File: src/rtl/iterative_shifter.sv
// ---------------------------------------------------------------------------
// iterative_shifter
//
// Multi-cycle shift unit that moves the operand one bit position per clock.
// It replaces the combinational barrel shifter where area matters. Its
// results, including the carry, match the barrel shifter bit for bit.
//
// Ports:
//   CLK              rising-edge clock
//   RESET            synchronous, active-high reset; aborts any operation
//   Start            request strobe, only sampled while not Busy
//   Sh               00=LSL, 01=LSR, 10=ASR, 11=ROR
//   Shamt5           shift amount, 0..WIDTH-1
//   ShIn             operand
//   current_CFlag    incoming carry flag
//   Busy             high while a request is in progress
//   Done             one-cycle completion pulse
//   ShOut            result, held until the next accepted Start
//   Shifter_carryOut carry result, held with ShOut
//
// Build option:
//   ITERATIVE_SHIFTER_RRX_EN - when defined, ROR by 0 performs RRX
//   (rotate right by one through the carry flag).
// ---------------------------------------------------------------------------
module iterative_shifter #(
    parameter int WIDTH   = 32,
    parameter int SHAMT_W = 5
) (
    input  logic               CLK,
    input  logic               RESET,
    input  logic               Start,
    input  logic [1:0]         Sh,
    input  logic [SHAMT_W-1:0] Shamt5,
    input  logic [WIDTH-1:0]   ShIn,
    input  logic               current_CFlag,
    output logic               Busy,
    output logic               Done,
    output logic [WIDTH-1:0]   ShOut,
    output logic               Shifter_carryOut
);

    localparam logic [1:0] OP_LSL = 2'b00;
    localparam logic [1:0] OP_LSR = 2'b01;
    localparam logic [1:0] OP_ASR = 2'b10;
    localparam logic [1:0] OP_ROR = 2'b11;

    typedef enum logic [1:0] {
        IDLE  = 2'b00,
        SHIFT = 2'b01,
        DONE  = 2'b10
    } state_t;

    state_t             state;
    logic [1:0]         opReg;
    logic [SHAMT_W-1:0] count;

    // One-bit step of the selected operation; returns {carry, result}.
    function automatic logic [WIDTH:0] stepOnce(input logic [1:0] op,
                                                 input logic [WIDTH-1:0] r);
        logic [WIDTH:0] res;
        unique case (op)
            OP_LSL:  res = {r[WIDTH-1], r << 1};
            OP_LSR:  res = {r[0], 1'b0, r[WIDTH-1:1]};
            OP_ASR:  res = {r[0], r[WIDTH-1], r[WIDTH-1:1]};
            OP_ROR:  res = {r[0], r[0], r[WIDTH-1:1]};
            default: res = {1'b0, r};
        endcase
        return res;
    endfunction

    // ShOut and Shifter_carryOut double as the working registers, so every
    // output comes straight from a flop.
    always_ff @(posedge CLK) begin
        if (RESET) begin
            state            <= IDLE;
            Busy             <= 1'b0;
            Done             <= 1'b0;
            ShOut            <= '0;
            Shifter_carryOut <= 1'b0;
            count            <= '0;
            opReg            <= OP_LSL;
        end else begin
            case (state)
                IDLE, DONE: begin
                    Done <= 1'b0;
                    if (Start) begin
                        // All operands are latched here, so later input
                        // changes cannot disturb the running operation.
                        ShOut            <= ShIn;
                        Shifter_carryOut <= current_CFlag;
                        opReg            <= Sh;
                        count            <= Shamt5;
                        Busy             <= 1'b1;
                        state            <= SHIFT;
                    end else begin
                        Busy  <= 1'b0;
                        state <= IDLE;
                    end
                end
                SHIFT: begin
                    if (count == '0) begin
                        // Shift by zero passes the operand and carry through.
                        // With RRX enabled, ROR #0 instead rotates once
                        // through the carry.
`ifdef ITERATIVE_SHIFTER_RRX_EN
                        if (opReg == OP_ROR)
                            {Shifter_carryOut, ShOut} <=
                                {ShOut[0], Shifter_carryOut, ShOut[WIDTH-1:1]};
`endif
                        Busy  <= 1'b0;
                        Done  <= 1'b1;
                        state <= DONE;
                    end else begin
                        {Shifter_carryOut, ShOut} <= stepOnce(opReg, ShOut);
                        count <= count - SHAMT_W'(1);
                        // The step that empties the counter also finishes.
                        if (count == SHAMT_W'(1)) begin
                            Busy  <= 1'b0;
                            Done  <= 1'b1;
                            state <= DONE;
                        end
                    end
                end
                default: begin
                    Busy  <= 1'b0;
                    Done  <= 1'b0;
                    state <= IDLE;
                end
            endcase
        end
    end

endmodule
File: config.mk
export PLATFORM = sky130hd
export DESIGN_NAME = iterative_shifter
export DESIGN_NICKNAME = d
export VERILOG_FILES = /design/src/rtl/iterative_shifter.sv
export SDC_FILE = /design/constraint.sdc
export NUM_CORES = 1
export LEC_CHECK = 0
export ABC_AREA = 1
export CORE_UTILIZATION = 26
export CTS_BUF_LIST = sky130_fd_sc_hd__clkbuf_8
export DETAILED_ROUTE_END_ITERATION = 16
export DONT_BUFFER_PORTS = 1
export SLEW_MARGIN = 10
export SYNTH_ARGS = -nofsm -noshare
export SYNTH_HDL_FRONTEND = slang
export SYNTH_SLANG_ARGS = --single-unit
File: constraint.sdc
create_clock -name CLK -period 3.3 [get_ports CLK]
set_clock_uncertainty 0.1 [all_clocks]
set_input_delay 0.99 -clock CLK [delete_from_list [all_inputs] [get_ports CLK]]
set_output_delay 0.99 -clock CLK [all_outputs]
set_load 0.02 [all_outputs]
Word-level counts from Yosys, hierarchy flattened
Cells that the tools add are included.
Widths: inputs -> output; s select.
- register bits: 44
- input bits: 43
- output and inout bits: 35
- word-level logic and storage cells: 50
- add/subtract/negate cells: 1
- eq/ne operators: 10
- multiplexer cells: 20
- bitwise gates (word level): 1
- reduce and logical (&&, ||, !) cells: 10
- operators by type and width (operator ; number):
    $pmux 33 s4 ; 1
    $mux 32 ; 2
    $pmux 32 s2 ; 1
    $mux 5 ; 2
    $pmux 5 s2 ; 1
    $mux 1 ; 8
    $eq 2x2->1 const B ; 3
    $ne 2x2->1 const B ; 3
    $eq 5x1->1 const B ; 1
    $logic_not 5->1 ; 1
    $sub 5x1->5 const B ; 1
    $eq 2x1->1 const B ; 2
    $logic_not 2->1 ; 2
    $mux 2 ; 2
    $pmux 1 s2 ; 2
    $pmux 2 s2 ; 1
    $reduce_and 4->1 ; 1
    $reduce_bool 2->1 ; 2
    $reduce_or 2->1 ; 2
    $ne 3x3->1 const B ; 1
    $reduce_and 3->1 ; 1
    $reduce_and 2->1 ; 1
    $not 1->1 ; 1

Logic depth before layout (Yosys ltp)
Gate-level depths: netlist (run 1).
- depth after elaboration: 4
- gate-level depth with buffers: 9
- mapped depth without buffers: 8

Worst setup path after synthesis (run 1)
OpenSTA, ideal clock, no wires.
- path type: input -> register
- from: input port RESET
- to: register ShOut[10]
- setup time: 0.064 ns
- arrival: 1.695 ns
- data required time: 3.136 ns
- slack: 1.441 ns
- stages: 5
- buffers on the path: 2
- cells stage by stage: inv_1 clkbuf_1 clkbuf_1 o21ai_1 nor2_1
- RTL lines (what ; line ; source):
    start, declared ; 30 ; input logic RESET,
    end signal, assigned ; 89 ; ShOut <= ShIn;
    end signal, assigned ; 114 ; {Shifter_carryOut, ShOut} <= stepOnce(opReg, ShOut);
    end, declared ; 38 ; output logic [WIDTH-1:0] ShOut,

==> qor.csv, run 1 <==
metric,value,unit
Leak,1.21,nW
DR pass1 iterations,4,
Synth top area share,0.341,
CTS Buf Count,5,
cts hold-fix bufs,0,
Initial DRC Count,111,
post-synth cell types,26,
R2R cell count,7,
Core ar.,9330,µm²
unrepaired setup endpoints after global routing,false,
die area,10100,µm²
Final setup viols,0,
clock insertion delay at the later pin of the skew report,0.30,ns
DRC viols,0,
CP cell instances,inv_2 -> nor2_8 -> inv_1 -> nand2_1 -> nand2_1 -> nand2_1 -> a21oi_2,
Non-Filler Instances,515,
Multi-input gate area,1350,µm²
fraction of layout cells with a size suffix above 1,0.0518,
Final TNS setup,0,ns
post-synthesis net count,445,
"Slew Viols, Final",0,
max_cap viols,0,
GPL Wtd Cong,0.751,
clock buffer depth,2,
CTS tree,done,
Final Critical Period,2.19,ns
"IR drop worst, VDD",0.000176,V
initial antenna violation count,0,
"CTS clk-pin slew, worst paths",0.09,ns
Synth Cell Area,2530,µm²
Max Fanout on Critical Path,38,
Syn Inst Count,400,
met2 wire len,3240,µm
Slew headroom,0.240,
"flops & latches, synth",43,
CP Capture Type,flip-flop,
hpwl dp,4990,µm
ranking of synthesized cells by area,"dfxtp_1, nand2_1, nor2_1",
Synth area leader,dfxtp_1,
Final Hold Violating Endpoints,0,
Die H,101,µm
DR top layer,met4,
# fillers,1008,
CTS H-tree lvls,2,
Worst Hold Class,flip-flop to flip-flop,
Tcrit/Tclk final,0.664,
FMAX,456,MHz
Crit-path slowest cell,inv_1,
number of vias per cell,4.65,
Synth Warn #,0,
Mean Syn Cell Area,6.32,µm²
CP Class,flip-flop to flip-flop,
first-pass GRT wire length,11400,µm
vias,2397,
crit-path most repeated cell,nand2_1,
crit-path max cell delay,0.83,ns
grt total ovfl,0,
Final nets,430,
postcts setup bufs,0,
Sequential cell area,861,µm²
Area Growth Syn to Fin,4.31,%
WL met1,2990,µm
Pwr Density,573,nW/µm²
# clock sinks,43,
WL per Instance,13.6,µm
CP arrival,2.33,ns
post-synthesis sequential area ratio,0.341,
num rows,35,
status,"complete, no violations",
post-CTS resize count,0,
largest net degree at the start of global routing,40,
most frequent cells in the layout,"nand2_1, nor2_1, dfxtp_1",
Initial Utilization,0.271,
CTS root buf,clkbuf_8,
Setup crit start kind,flip-flop,
IO Pins,78,
die width,101,µm
post-placement cell count,507,
total track usage,0.142,
actual slew at the worst max-slew pin,1.14,ns
number of global-route vias before repair,2291,
Inserted Diodes,0,
Port Buffers,0,
Hold Crit Depth,2,
DR WL met3,740,µm
"most common cell after layout, fill and taps aside",nand2_1,
"Req. time, crit path",3.44,ns
Antenna Nets Post-Route,0,
power after layout,0.00151,W
Total Wirelength,7030,µm
[flip-flops by register name, summed over array words and instances (netlist names)]
| register | flops |
|---|---|
| ShOut | 32 |
| count | 5 |
| opReg | 2 |
| Busy | 1 |
| Done | 1 |
| Shifter_carryOut | 1 |
| state | 1 |
[cell families after synthesis]
family | count (synthesis) | share of synthesized area
flip-flops | 43 | 0.341
adder cells (fa/ha/maj) | 2 | 0.00990
AND/OR/NAND/NOR | 208 | 0.329
AO/OA/AOI/OAI | 82 | 0.192
buffers and inverters | 65 | 0.128
[power by group]
group / leakage, nW / total (W) / internal [W] / switching (W)
sequential: 0.357 / 0.000766 / 0.000594 / 0.000172
combinational: 0.813 / 0.000408 / 0.000139 / 0.000269
clock: 0.0402 / 0.000337 / 0.000147 / 0.000190
[critical path, delay by kind of cell, from the launching register on]
family | cells | cell delay (ns)
AOI/OAI and AO/OA | 1 | 0.14
DFF | 1 | 0.41
buffers and inverters | 2 | 0.98
and+or+nand+nor | 4 | 0.50
[synth_stat cells]
library cell,instances
nor2_8,1
nand2_2,1
a31oi_1,1
o21ai_1,28
o211ai_1,27
inv_2,1
buf_1,1
buf_2,8
ha_1,2
nand2_4,1
clkbuf_1,4
inv_4,1
a21oi_2,1
nand4_1,3
nand2_1,113
buf_4,6
o21bai_1,1
nor2_1,81
nand3_1,6
dfxtp_1,43
o21ai_0,19
inv_1,38
a21oi_1,5
or2_2,1
nor2_4,1
buf_6,6
[metrics by stage]
step	util	worst slack, ns	hold WS, ns	area (µm²)
2_1_floorplan	-	1.44	0.362	2530
3_3_place_gp	0.273	1.04	0.384	2550
3_5_place_dp	0.273	1.03	0.399	2550
4_1_cts	0.283	1.06	0.420	2640
5_1_grt	0.283	0.849	0.456	2640
6_report	0.283	1.11	0.415	2640
[layout make-up]
cell class              count  area share
multi-input cells         292       0.512
well taps                 129      0.0612
inverters                  40      0.0579
flip-flops and latches     43       0.327
clock buffers               5      0.0261
repair buffers              3     0.00854
clock inverters             3     0.00759
[worst paths after layout]
path	startpoint	end	slack (ns)
worst max-delay path	Busy	ShOut[28]	1.11
worst min-delay path	count[1]	count[1]	0.41
worst min register to register	count[1]	count[1]	0.41
worst max register to register	Busy	ShOut[28]	1.11
[routing by layer]
layer / vias to the layer above / global-route usage
li1: 1241 / -
met1: 1094 / 0.173
met2: 57 / 0.227
met3: 5 / 0.0638
met4: 0 / 0.0346
met5: - / 0
(Power assumes the default switching activity.)
==> run 2: changes to the inputs <==
Clock period 3.3 ns to 2 ns, I/O delays scaled along.
==> run 2 against run 1 <==
  * Clock power grew 61%
  * Cell count grew 1.4%
  * Die area is the same
  * Critical endpoint unchanged
  * Largest cell class unchanged
==> qor.csv, run 2 (same netlist as run 1, synthesis figures left out) <==
metric,value,unit,change
hpwl dp,5080,µm,+1.8%
initial antenna violation count,0,,unchanged
WL per Instance,13.4,µm,-1.6%
Initial Utilization,0.271,,unchanged
placed instance area,2630,µm²,+3.0%
"Slew Viols, Final",0,,unchanged
Crit-path slowest cell,dfxtp_1,,
CP cell instances,inv_1 -> ha_1 -> nand3_1 -> nand2_2 -> nand2_4 -> inv_4 -> nand2_1 -> a21oi_2,,
Die H,101,µm,unchanged
"IR drop worst, VDD",0.000401,V,+130%
# fillers,1038,,+3.0%
"CTS clk-pin slew, worst paths",0.09,ns,about the same
sw frac,0.413,,-0.00436
# clock sinks,43,,unchanged
Total Wirelength,7010,µm,-0.27%
Antenna Nets Post-Route,0,,unchanged
total track usage,0.145,,+0.00299
grt met1 use,0.186,,+0.0132
most frequent cells in the layout,"nand2_1, nor2_1, dfxtp_1",,
IO Pins,78,,unchanged
setup ws final,0.292,ns,-0.817 ns
largest net degree at the start of global routing,46,,+15%
CTS root buf,clkbuf_8,,
Final Hold Violating Endpoints,0,,unchanged
Multi-input gate area,1350,µm²,unchanged
Final Critical Period,1.71,ns,-0.483 ns
CP bufs+invs,2,,unchanged
cts hold-fix bufs,0,,unchanged
Slew headroom,0.732,,+0.493
actual slew at the worst max-slew pin,0.401,ns,-0.738 ns
post-CTS resize count,0,,unchanged
DRC viols,0,,unchanged
Hold WS,0.260,ns,-0.155 ns
"Most flops, register",ShOut,,
number of vias per cell,4.67,,+0.43%
CP Class,flip-flop to flip-flop,,
die width,101,µm,unchanged
sequential power share,0.497,,-0.010
unrepaired setup endpoints after global routing,false,,
Top Registers,"ShOut: 32 flops, count: 5 flops, opReg: 2 flops",,
design area,2710,µm²,+2.8%
post-placement cell count,514,,+1.4%
Pwr Density,931,nW/µm²,+62%
Setup crit start kind,flip-flop,,
clock buffer depth,2,,unchanged
postcts setup bufs,0,,unchanged
Worst Hold Class,input port to flip-flop,,
Non-Filler Instances,522,,+1.4%
CTS Buf Count,5,,unchanged
met3 GRT Util,0.0381,,-0.0257
"Req. time, crit path",2.13,ns,-1.31 ns
CP top delay family,buffers and inverters,,
Initial DRC Count,94,,-15%
crit-path max cell delay,0.35,ns,-0.48 ns
Int Power,0.00148,W,+68%
Clk network pwr share,0.215,,-0.008
Port Buffers,0,,unchanged
CTS H-tree lvls,2,,unchanged
Leak,1.26,nW,+3.9%
GR Layer Usage met2,0.243,,+0.0169
Core ar.,9330,µm²,unchanged
Area Growth Syn to Fin,7.23,%,
Final nets,437,,+1.6%
vias,2440,,+1.8%
Sequential cell area,861,µm²,unchanged
FMAX,586,MHz,+28%
grt total ovfl,0,,unchanged
Final setup viols,0,,unchanged
max_cap viols,0,,unchanged
fraction of layout cells with a size suffix above 1,0.0662,,+0.0143
busiest layer in global routing,met2,,
Tcrit/Tclk final,0.854,,+0.190
CP arrival,1.84,ns,-0.49 ns
GPL Wtd Cong,0.798,,+6.2%
pre-CTS WS,0.277,ns,-0.752 ns
DR pass1 iterations,4,,unchanged
CP Capture Type,flip-flop,,
CTS tree,done,,
"most common cell after layout, fill and taps aside",nand2_1,,
Final TNS setup,0,ns,unchanged
sw power,0.00104,W,+65%
Inserted Diodes,0,,unchanged
die area,10100,µm²,unchanged
first-pass GRT wire length,11500,µm,+1.3%
number of global-route vias before repair,2311,,+0.87%
max FFs per register,32,,unchanged
Comb power frac,0.287,,+0.017
status,"complete, no violations",,
Max Fanout on Critical Path,36,,-5.3%
num rows,35,,unchanged
clock insertion delay at the later pin of the skew report,0.29,ns,about the same
## run 2: final timing paths
| kind | depth (start not counted) | startpoint | slack, ns | endpoint |
|---|---|---|---|---|
| worst min-delay path | 1 | RESET | 0.26 | ShOut[28] |
| worst max-delay path | 8 | count[0] | 0.29 | ShOut[28] |
| worst min register to register | 2 | count[1] | 0.43 | count[1] |
| worst max register to register | 8 | count[0] | 0.29 | ShOut[28] |
## run 2: per-layer routing
| layer | up-vias | share of wire |
|---|---|---|
| li1 | 1254 | - |
| met1 | 1098 | 0.45 |
| met2 | 75 | 0.46 |
| met3 | 13 | 0.078 |
| met4 | 0 | 0.0088 |
| met5 | - | 0 |
## run 2: power by group through the flow
stage / combinational, W / sequential, W / clock (W)
2_1_floorplan: 0.000616 / 0.00122 / 0
3_3_place_gp: 0.000712 / 0.00128 / 0
3_5_place_dp: 0.000727 / 0.00128 / 0
4_1_cts: 0.000731 / 0.00126 / 0.000574
5_1_grt: 0.000837 / 0.00128 / 0.000614
6_report: 0.000725 / 0.00125 / 0.000543
## run 2: area by class of cell
cell class              count  share of cell area
multi-input cells         292               0.498
flip-flops and latches     43               0.318
well taps                 129              0.0596
inverters                  40              0.0563
repair buffers             10              0.0369
clock buffers               5              0.0254
clock inverters             3             0.00600
## run 2: through the flow
stage	power [W]	utilization
floorplan	0.00184	-
global route	0.00273	0.291
detailed placement	0.00201	0.281
global placement	0.00199	0.281
finish	0.00252	0.291
CTS	0.00257	0.291
